## src/rtl/ifu_pkg.sv

```systemverilog
// rtl/ifu_pkg.sv - shared types and constants for the instruction fetch unit (IFU_TIMEOUT_EN optional)
package ifu_pkg;

    typedef enum logic [1:0] {
        FETCH = 2'd0,
        WAIT  = 2'd1,
        HOLD  = 2'd2
    } ifu_state_t;

    localparam logic [15:0] RESET_PC      = 16'h0000;
    localparam int          TIMEOUT_LIMIT = 255;
    localparam int          TMO_CNT_W     = 8;
    localparam logic [TMO_CNT_W-1:0] TMO_LAST = TMO_CNT_W'(TIMEOUT_LIMIT - 1);

    localparam int IR_F1_HI  = 15;
    localparam int IR_F1_LO  = 12;
    localparam int IR_F2_HI  = 11;
    localparam int IR_F2_LO  = 10;
    localparam int IR_F3_HI  = 9;
    localparam int IR_F3_LO  = 8;
    localparam int IR_OFF_HI = 7;
    localparam int IR_OFF_LO = 0;

    function automatic logic [15:0] sext_off(input logic [7:0] off);
        return {{8{off[7]}}, off};
    endfunction

endpackage

```

## src/rtl/ifu_next_pc.sv

```systemverilog
// rtl/ifu_next_pc.sv - next-PC select: return target, relative branch or sequential, all modulo 2^16
module ifu_next_pc
    import ifu_pkg::*;
(
    input  logic [15:0] pc,
    input  logic [7:0]  offset,
    input  logic        branch,
    input  logic        muxreturn,
    input  logic [15:0] ret_addr,
    output logic [15:0] next_pc
);

    logic [15:0] pc_inc;

    assign pc_inc = pc + 16'd1;

    // Return outranks branch when both are signalled on the same edge.
    always_comb begin
        next_pc = pc_inc;
        if (muxreturn) begin
            next_pc = ret_addr;
        end else if (branch) begin
            next_pc = pc_inc + sext_off(offset);
        end
    end

endmodule

```

## src/rtl/instr_fetch_unit.sv

```systemverilog
// rtl/instr_fetch_unit.sv - fetch FSM, IR and PC; IFU_TIMEOUT_EN enables the WAIT timeout / fetch_err path
module instr_fetch_unit
    import ifu_pkg::*;
(
    input  logic        clk,
    input  logic        reset,
    output logic        imem_req,
    output logic [15:0] imem_addr,
    input  logic        imem_ack,
    input  logic [15:0] imem_data,
    output logic [3:0]  ir_1,
    output logic [1:0]  ir_2,
    output logic [1:0]  ir_3,
    output logic        ir_valid,
    input  logic        exec_done,
    input  logic        branch,
    input  logic        muxreturn,
    input  logic [15:0] ret_addr,
    output logic [15:0] pc,
    output logic        fetch_err
);

    ifu_state_t  state_q, state_d;
    logic [15:0] pc_q;
    logic [15:0] ir_q;
    logic [15:0] next_pc;
    logic        ir_load;
    logic        pc_load;
    logic        req_block;
    logic        req_active;

`ifdef IFU_TIMEOUT_EN
    logic                 err_q;
    logic [TMO_CNT_W-1:0] tmo_cnt;
    logic                 tmo_hit;

    assign tmo_hit   = (state_q == WAIT) && !imem_ack && (tmo_cnt == TMO_LAST);
    assign req_block = err_q;
    assign fetch_err = err_q;

    always_ff @(posedge clk) begin
        if (reset) begin
            tmo_cnt <= '0;
            err_q   <= 1'b0;
        end else begin
            err_q <= tmo_hit;
            if (state_q == WAIT && state_d == WAIT) begin
                tmo_cnt <= tmo_cnt + 1'b1;
            end else begin
                tmo_cnt <= '0;
            end
        end
    end
`else
    assign req_block = 1'b0;
    assign fetch_err = 1'b0;
`endif

    // The request is also gated by reset so an abandoned fetch cannot be acked into IR.
    assign req_active = (state_q == FETCH || state_q == WAIT) && !reset && !req_block;

    always_comb begin
        state_d = state_q;
        ir_load = 1'b0;
        pc_load = 1'b0;
        unique case (state_q)
            FETCH: begin
                if (req_active) begin
                    if (imem_ack) begin
                        state_d = HOLD;
                        ir_load = 1'b1;
                    end else begin
                        state_d = WAIT;
                    end
                end
            end
            WAIT: begin
                if (imem_ack) begin
                    state_d = HOLD;
                    ir_load = 1'b1;
                end
`ifdef IFU_TIMEOUT_EN
                else if (tmo_hit) begin
                    state_d = FETCH;
                end
`endif
            end
            HOLD: begin
                if (exec_done) begin
                    state_d = FETCH;
                    pc_load = 1'b1;
                end
            end
            default: state_d = FETCH;
        endcase
    end

    always_ff @(posedge clk) begin
        if (reset) begin
            state_q <= FETCH;
            pc_q    <= RESET_PC;
            ir_q    <= 16'h0000;
        end else begin
            state_q <= state_d;
            if (ir_load) begin
                ir_q <= imem_data;
            end
            if (pc_load) begin
                pc_q <= next_pc;
            end
        end
    end

    ifu_next_pc u_next_pc (
        .pc        (pc_q),
        .offset    (ir_q[IR_OFF_HI:IR_OFF_LO]),
        .branch    (branch),
        .muxreturn (muxreturn),
        .ret_addr  (ret_addr),
        .next_pc   (next_pc)
    );

    assign imem_req  = req_active;
    assign imem_addr = pc_q;
    assign pc        = pc_q;
    assign ir_valid  = (state_q == HOLD);
    assign ir_1      = ir_q[IR_F1_HI:IR_F1_LO];
    assign ir_2      = ir_q[IR_F2_HI:IR_F2_LO];
    assign ir_3      = ir_q[IR_F3_HI:IR_F3_LO];

endmodule

```

## config.mk

```make
export PLATFORM = sky130hd
export DESIGN_NAME = instr_fetch_unit
export DESIGN_NICKNAME = d
export VERILOG_FILES = /design/src/rtl/ifu_pkg.sv /design/src/rtl/ifu_next_pc.sv /design/src/rtl/instr_fetch_unit.sv
export SDC_FILE = /design/constraint.sdc
export NUM_CORES = 1
export LEC_CHECK = 0
export BUFFER_PORTS_ARGS = -buffer_cell sky130_fd_sc_hd__buf_2
export CORE_MARGIN = 2
export CORE_UTILIZATION = 48
export DETAILED_ROUTE_END_ITERATION = 7
export PLACE_DENSITY_LB_ADDON = 0.12
export RECOVER_POWER = 25
export SLEW_MARGIN = 10
export SYNTH_ARGS = -nofsm -noshare
export SYNTH_HDL_FRONTEND = slang
export SYNTH_SLANG_ARGS = --single-unit
export TNS_END_PERCENT = 5
```

## constraint.sdc

```tcl
create_clock -name clk -period 2.6 [get_ports clk]
set_input_delay 0.26 -clock clk [delete_from_list [all_inputs] [get_ports clk]]
set_output_delay 0.26 -clock clk [all_outputs]
set_load 0.01 [all_outputs]
```

* After elaboration in Yosys (flattened, before gate mapping)
Index checks and enable logic that the tools add are counted.
Word-level totals: register bits 34, input bits 38, output and inout bits 43, word-level logic and storage cells 27
Operators by class: add/sub/neg operators 2, equality and inequality tests 5, muxes and demuxes 12, reduce and logical (&&, ||, !) cells 5
Operators with widths (number):
- 16-bit two-way mux | 2
- 16-bit by 1-bit adder with 16-bit output, second input constant | 1
- 16-bit adder | 1
- 2-bit two-way mux | 4
- 2-bit case mux with 3 select lines | 1
- 1-bit two-way mux | 4
- 2-bit inequality test, second input constant | 2
- 3-bit AND reduction | 1
- 2-bit by 1-bit == test with 1-bit output, second input constant | 1
- 2-bit == test, second input constant | 1
- 2-bit logical NOT | 1
- 2-bit by 1-bit inequality test with 1-bit output, second input constant | 1
- 1-bit case mux with 2 select lines | 1
- 1-bit logical AND | 1
- 1-bit logical NOT | 1
- 1-bit logical OR | 1

* Longest topological paths before layout
Gate-level depths: netlist of the first run.
word-level depth 5, depth in mapped cells 12, gate-level depth less buffers 11

* Hierarchy
From an unflattened synthesis of the first run, not the netlist that was laid out.
Unflattened totals: cells, all modules 358, area, all modules 2688.8 sq um
Modules (own cells, without submodules):
- instr_fetch_unit | times used 1, cells each 176, area an instance 1406.3 sq um, sequential area each 680.7 sq um
- ifu_next_pc | times used 1, cells each 182, area an instance 1282.5 sq um, sequential area each 0.0 sq um

* Least setup slack after synthesis of the first run
OpenSTA, ideal clock, no wires.
path type reg-to-reg, from register pc_q[0], in the netlist imem_addr[0], to register pc_q[15], in the netlist imem_addr[15], library setup time 138 ps, arrival 2596 ps, data required time 2462 ps, path slack -134 ps, cell stages (with the launch flop) 12, path buffers 0, clock period less this slack 2734 ps, path through dfxtp_1 ha_1 nand4_4 and2b_2 xor2_1 ha_1 a21o_1 a31oi_1 mux2i_1 a32oi_1 o21a_1 o221ai_1
Between the ends: word-level cells in the longest chain between the ends 4
RTL lines:
- start, declared | line instr_fetch_unit.sv:24 | logic [15:0] pc_q;
- start signal, assigned | line instr_fetch_unit.sv:109 | pc_q <= next_pc;
- 16-bit by 1-bit adder with 16-bit output * | line ifu_next_pc.sv:15 | assign pc_inc = pc + 16'd1;
- 16-bit adder | line ifu_next_pc.sv:23 | next_pc = pc_inc + sext_off(offset);
- 16-bit two-way mux * | line ifu_next_pc.sv:22 | end else if (branch) begin
- 16-bit two-way mux * | line ifu_next_pc.sv:20 | if (muxreturn) begin
Every way passes the cells marked *; elsewhere a longest branch is shown, timed or not. A chain may end at the register's enable or synchronous reset.

* Final worst setup path of the first run
from register pc_q[3], in the netlist imem_addr[3], to register pc_q[15], in the netlist imem_addr[15]
The elaborated chain is that of the path after synthesis.

==> metrics.yaml, run 1 <==
outcome:
  status: "finished, violations left"
  violations: "setup timing"
finish:
  instances_no_fill: 523
  n_fill_cell: 495
  fin_nets: 509
  final_layout_size_suffix_gt1_share_pct: 37.0
  fin_area_um2: 3690
  syn2layout_area_growth_pct: 32.9
  fin_util_pct: 66.6
  most-common-layout-cells: "69 x buf_2, 60 x nand2_1, 37 x buf_4"
  final_common_cell: "buf_2"
  diodes: 0
yosys:
  synth_cell_types: 54
  synth_edf_count: 0
  synth.area.mux_share_pct: 1.49
  ys_top_cells_by_area: "dfxtp_1 25%, ha_1 9.0%, nand2_1 8.1%"
  yosysSeqAreaShare_pct: 24.5
  yosys_warnings: 0
  syn_avg_cell_area_um2: 7.59
  postSynthCellCount: 366
  ys.flop_type: "dfxtp_1"
  synth_top_family_by_area: "simple AND/OR/NAND/NOR gates"
  netlist.area_leader.share_pct: 24.5
  synth_fa_ha_area_share_pct: 9.73
  ys_ff_latch: 34
  synthXorXnorAreaFrac_pct: 6.31
  synth_area_um2: 2780
  synthSimpleGateAreaFrac_pct: 24.9
  synth_area_leader_cell: "dfxtp_1"
  synth_nets: 425
  async_flop_share_pct: 0
  synth_compound_area_share_pct: 23.0
clock_network:
  cts_tree: "done"
  clockBufferDepth: 2
  ctsHoldBuffers: 0
  clkSinkCount: 34
  htree_levels: 2
  numCtsBuffers: 5
  cts_root_buffer: "clkbuf_8"
  clock_latency_ns: 0.30
  path_clk_slew_ns: 0.08
power:
  internal_power_w: 0.00108
  p_per_area_nw_per_um2: 412
  switching_power_w: 0.000440
  pwr-share-clk_pct: 40.1
  power.leakage_nw: 1.75
  power_frac_comb_pct: 22.3
  switching_share_pct: 28.9
  pwr-share-seq_pct: 37.6
  ir_drop_mv: 0.360
timing:
  relSlewSlack_pct: 57.3
  fin_ws_ns: -0.0337
  fin_crit_ns: 2.63
  hold_violations: 0
  clock.fmax_mhz: 380
  hold_ws_ns: 0.138
  finClkSkew_ns: 0.0111
  fin_crit_sh_pct: 101
  tightest_slew_ns: 0.640
  slew_viol_final: 0
  setup_viol: 2
  rsz0062_at_grt: "yes"
worst_setup_path:
  worst_path_largest_cell_delay_ns: 0.38
  crit_chain: "and4_4, nand2_1, xnor2_2, ha_2, o21a_1, o211ai_1, a31oi_2, and4_4, o2111ai_1, o221ai_1"
  worst-r2r-setup-slack_ns: -0.03
  startpoint_type: "register"
  cp_slowest_cell: "ha_2"
  reg2reg_depth: 10
  r2r-start: "imem_addr[3]"
  reg2reg_to: "imem_addr[15]"
  worst-path-max-fanout: 7
  worstPathArrival_ns: 2.81
  critPathRequiredTime_ns: 2.78
  crit_path_frequent_cell: "and4_4"
  worstSetupPathType: "register to register"
  cp-end-kind: "register"
placed_design:
  hpwl_mm: 5.79
  gp_congestion: 0.921
  io_buffers: 79
  placed_cell_area_um2: 3260
  dp_cells: 508
die:
  die_h_um: 80.1
  die-area_um2: 6410
  initial_core_util_pct: 50.1
  coreArea_um2: 5540
  pin_count: 81
  die_width_um: 80.1
  rows: 27
worst_hold_path:
  whs_path_depth: 2
  hold_end: "state_q[0]"
  hp-start: "imem_ack"
  hold_path_class: "input port to register"
run:
  cap_violations: 0
global_routing:
  grt_pass1_wl_mm: 12.7
  antenna_found_initial: 0
  grt_pass1_vias: 2619
  grt_usage_pct: 25.6
  grt_max_degree: 32
  grt.overflow.total: 0
routing:
  drc: 0
  drt-initial-drc-count: 258
  vias_per_cell: 5.82
  detail-route-antenna-nets: 0
  routed_wirelength_mm: 8.46
  routed-via-count: 3043
  first_pass_iters: 5
  wire_per_inst_um: 16.2
[metrics by stage]
| stage | setup TNS, ns | total power [W] | setup slack, ns |
|---|---|---|---|
| floorplan | 0 | 0.000782 | 0.00923 |
| global placement | -0.229 | 0.000884 | -0.160 |
| detailed placement | -0.281 | 0.000887 | -0.151 |
| CTS | 0 | 0.00150 | 0.000961 |
| global route | -0.710 | 0.00159 | -0.141 |
| finish | -0.0646 | 0.00152 | -0.0337 |
[critical path, delay by kind of cell (launching register included)]
| kind | cells | cell delay [ns] |
|---|---|---|
| adder cells (fa/ha/maj) | 1 | 0.38 |
| XOR/XNOR | 1 | 0.22 |
| AND/OR/NAND/NOR | 3 | 0.61 |
| AO/OA/AOI/OAI | 5 | 0.96 |
| flip-flops | 1 | 0.34 |
[worst max path at each step]
stage                            start             to  depth (start not counted)  slack [ns]
after floorplan           imem_addr[0]  imem_addr[15]                         11       0.009
after global placement    imem_addr[2]  imem_addr[15]                         11       -0.16
after detailed placement  imem_addr[1]  imem_addr[15]                         11       -0.15
after CTS                 imem_addr[5]  imem_addr[14]                         11       0.001
after global routing      imem_addr[3]  imem_addr[15]                         11       -0.14
final                     imem_addr[3]  imem_addr[15]                         10       -0.03
[sequential cells by signal, indices dropped and copies added (netlist names)]
register,cells
imem_addr,16
ir_q,16
state_q,2
[timing repair]
item	4_1_cts	5_1_grt
gates resized for setup	12	39
pin swaps	5	26
setup buffers	2	5
setup endpoints to repair	4	10
[power groups by stage]
stage	Sequential, W	Clock, W	Combinational, W
detailed placement	0.000582	0	0.000306
floorplan	0.000587	0	0.000195
global route	0.000575	0.000642	0.000373
finish	0.000571	0.000610	0.000340
global placement	0.000580	0	0.000303
CTS	0.000570	0.000617	0.000314
[per-layer routing]
metal  share of wire [%]  vias to the layer above  global-route usage, %
li1                    -                     1456                      -
met1                  44                     1379                   37.4
met2                  45                      190                   37.3
met3                  10                       18                   6.52
met4                 1.5                        0                   6.27
met5                   0                        -                      0
[cell type report]
| type | count | area (um2) | area share [%] |
|---|---|---|---|
| multi-input combinational | 285 | 2050 | 55.7 |
| sequential | 34 | 696 | 18.8 |
| timing repair buffer | 119 | 694 | 18.8 |
| tap | 72 | 90.1 | 2.44 |
| clock buffer | 5 | 68.8 | 1.86 |
| clock inverter | 3 | 68.8 | 1.86 |
| inverter | 5 | 18.8 | 0.508 |
[Yosys cell counts (4+ instances only)]
cell type and n:
nand4_1 5, and3_1 6, a31oi_1 4, ha_1 20
o21a_1 4, clkbuf_1 12, nand3_1 10, a211oi_1 4
o211ai_1 9, xor2_1 7, nand2_1 60, a21o_1 7
xnor2_1 13, dfxtp_1 34, o21ai_0 16, or3_1 4
a21oi_1 37, inv_1 5, nor2_1 19, nor3_1 8
buf_4 25, nand2b_1 8
[logic make-up after synthesis]
kind of cell | after synthesis
flops | 34
compound gates | 100
fa+ha+maj | 21
other cells | 1
buf+inv | 47
simple gates | 139
xor+xnor | 20
mux | 4
(Power assumes the default switching activity.)
==> inputs of run 2 (changes only) <==
--- a/config.mk
+++ b/config.mk
@@ -7,7 +7,8 @@
 export LEC_CHECK = 0
 export BUFFER_PORTS_ARGS = -buffer_cell sky130_fd_sc_hd__buf_2
 export CORE_MARGIN = 2
-export CORE_UTILIZATION = 48
+export CORE_UTILIZATION = 49
+export CTS_BUF_LIST = sky130_fd_sc_hd__clkbuf_8
 export DETAILED_ROUTE_END_ITERATION = 7
 export PLACE_DENSITY_LB_ADDON = 0.12
 export RECOVER_POWER = 25
==> metrics.yaml, run 2 (synthesis results as in run 1) <==
outcome:
  status: "finished, violations left"
  violations: "setup timing"
finish:
  syn2layout_area_growth_pct: 34.1
  regArea_um2: 688  # -1.1%
  final_common_cell: "buf_2"
  multi_input_area_um2: 2020  # -1.5%
  final_layout_size_suffix_gt1_share_pct: 36.4  # -0.67 points
  fin_util_pct: 68.0  # +1.4 points
  n_fill_cell: 501  # +1.2%
  diodes: 0  # unchanged
  most-common-layout-cells: "66 x buf_2, 59 x nand2_1, 48 x buf_4"
  fin_nets: 520  # +2.2%
routing:
  drt-initial-drc-count: 189  # -27%
  met2_length_mm: 4.29  # +14%
  detail-route-antenna-nets: 0  # unchanged
  top_layer: "met4"
  drc: 0  # unchanged
  wl_met3_um: 559  # -34%
  routed_wirelength_mm: 8.75  # +3.5%
  vias_per_cell: 5.78  # -0.58%
  first_pass_iters: 4  # -1
  routed-via-count: 3089  # +1.5%
  wire_per_inst_um: 16.4  # +1.4%
  drt-met1-wl_mm: 3.48  # -5.9%
placed_design:
  place_ws_ns: -0.204  # -0.0531 ns
  hpwl_mm: 6.23  # +7.6%
  io_buffers: 79  # unchanged
  gp_congestion: 0.974  # +5.8%
global_routing:
  grt_pass1_vias: 2857  # +9.1%
  grt.overflow.total: 0  # unchanged
  grt_pass1_wl_mm: 13.8  # +8.2%
  antenna_found_initial: 0  # unchanged
  grt_max_degree: 32  # unchanged
  grt_usage_pct: 28.0  # +2.5 points
die:
  coreArea_um2: 5470  # -1.2%
  die_h_um: 79.3  # -0.97%
  initial_core_util_pct: 50.7  # +0.62 points
  die_width_um: 79.3  # -0.97%
  pin_count: 81  # unchanged
  rows: 27  # unchanged
  die-area_um2: 6280  # -1.9%
clock_network:
  clockBufferDepth: 2  # unchanged
  ctsHoldBuffers: 0  # unchanged
  numCtsBuffers: 5  # unchanged
  clock_latency_ns: 0.30  # about the same
  cts_tree: "done"
  clkSinkCount: 34  # unchanged
  htree_levels: 2  # unchanged
  path_clk_slew_ns: 0.08  # about the same
  cts_root_buffer: "clkbuf_8"
power:
  power.leakage_nw: 1.79  # +2.1%
  ir_drop_mv: 0.306  # -15%
  p_per_area_nw_per_um2: 412  # about the same
worst_setup_path:
  crit_cells: 12  # +2
  cp_slowest_cell: "dfxtp_2"
  worstSetupPathType: "register to register"
  crit_chain: "and4_4, nand4_4, buf_6, and2b_2, xor2_2, ha_1, a21o_1, a31oi_4, buf_4, nand3_1, o2111ai_1, o221ai_2"
  cp-end-kind: "register"
  reg2reg_depth: 12  # +2
  r2r-start: "imem_addr[5]"
  startpoint: "imem_addr[5]"
  critPathRequiredTime_ns: 2.78  # about the same
  critPathBufInv: 2  # +2
  worst-path-max-fanout: 3  # -4
  startpoint_type: "register"
  worst_path_largest_cell_delay_ns: 0.33  # -0.05 ns
  cp_top_family: "compound AO/OA/AOI/OAI gates"
  worstPathArrival_ns: 2.88  # +0.07 ns
timing:
  fin_ws_ns: -0.0980  # -0.0643 ns
  hold_violations: 0  # unchanged
  hold_ws_ns: 0.139  # +0.000934 ns
  finClkSkew_ns: 0.00671  # -0.00438 ns
  clock.fmax_mhz: 371  # -2.4%
  relSlewSlack_pct: 58.3  # +0.92 points
  rsz0062_at_grt: "yes"
  setup_viol: 1  # -1
  fin_crit_ns: 2.70  # +0.0643 ns
  fin_crit_sh_pct: 104  # +2.5 points
  tightest_slew_ns: 0.626  # -0.0139 ns
  slew_viol_final: 0  # unchanged
run:
  cap_violations: 0  # unchanged
worst_hold_path:
  hold_path_class: "input port to register"
  hp-start: "imem_ack"
  whs_path_depth: 2  # unchanged
## run 2: cell count changes in the layout (fill, tap and decap cells not counted), sizes merged
cell,previous run,this run
clkbuf,15,19
buf,109,116
## run 2: path summary, 6_finish.rpt
path / slack [ns] / end
min: 0.14 / state_q[0]
max reg2reg: -0.1 / imem_addr[15]
min reg2reg: 0.45 / ir_q[13]
max: -0.1 / imem_addr[15]
## run 2: what timing repair did
item	CTS	global route
setup endpoints to repair	6	9
pin swaps	8	16
resized for setup	22	17
setup buffers	2	4
## run 2: where the power goes
part | switching, W | leakage [nW] | internal [W]
registers | 0.0000234 | 0.281 | 0.000547
logic | 0.000196 | 1.44 | 0.000153
clock network | 0.000231 | 0.0683 | 0.000385
total | 0.000451 | 1.79 | 0.00108
## run 2: cell type report
type                    instances  share of cell area [%]
flip-flops and latches         34                    18.5
inverters                       5                   0.504
repair buffers                130                    20.6
clock inverters                 3                    1.85
well taps                      72                    2.42
multi-input cells             285                    54.3
clock buffers                   5                    1.85
## run 2: per-stage QoR
step,instances,TNS [ns],power (W),instance area (um2)
2_1_floorplan,366,0,0.000782,2790
3_3_place_gp,520,-0.313,0.000898,3350
3_5_place_dp,520,-0.425,0.000902,3350
4_1_cts,530,-0.0376,0.00152,3630
5_1_grt,534,-0.974,0.00159,3720
6_report,534,-0.0980,0.00153,3720
## run 2: worst reg2reg max path, delay by kind of cell (launching register included)
kind / cells / cell delay [ns]
AOI/OAI and AO/OA: 4 / 0.82
and+or+nand+nor: 4 / 0.67
DFF: 1 / 0.33
buffers and inverters: 2 / 0.28
adders and majority gates: 1 / 0.28
xor gates and xnor gates: 1 / 0.19
## run 2: routing by layer
layer  GRT usage, %  vias up
met5              0        -
met4           13.6        0
met3           4.20       36
met2           49.6      149
met1           32.9     1430
li1               -     1474
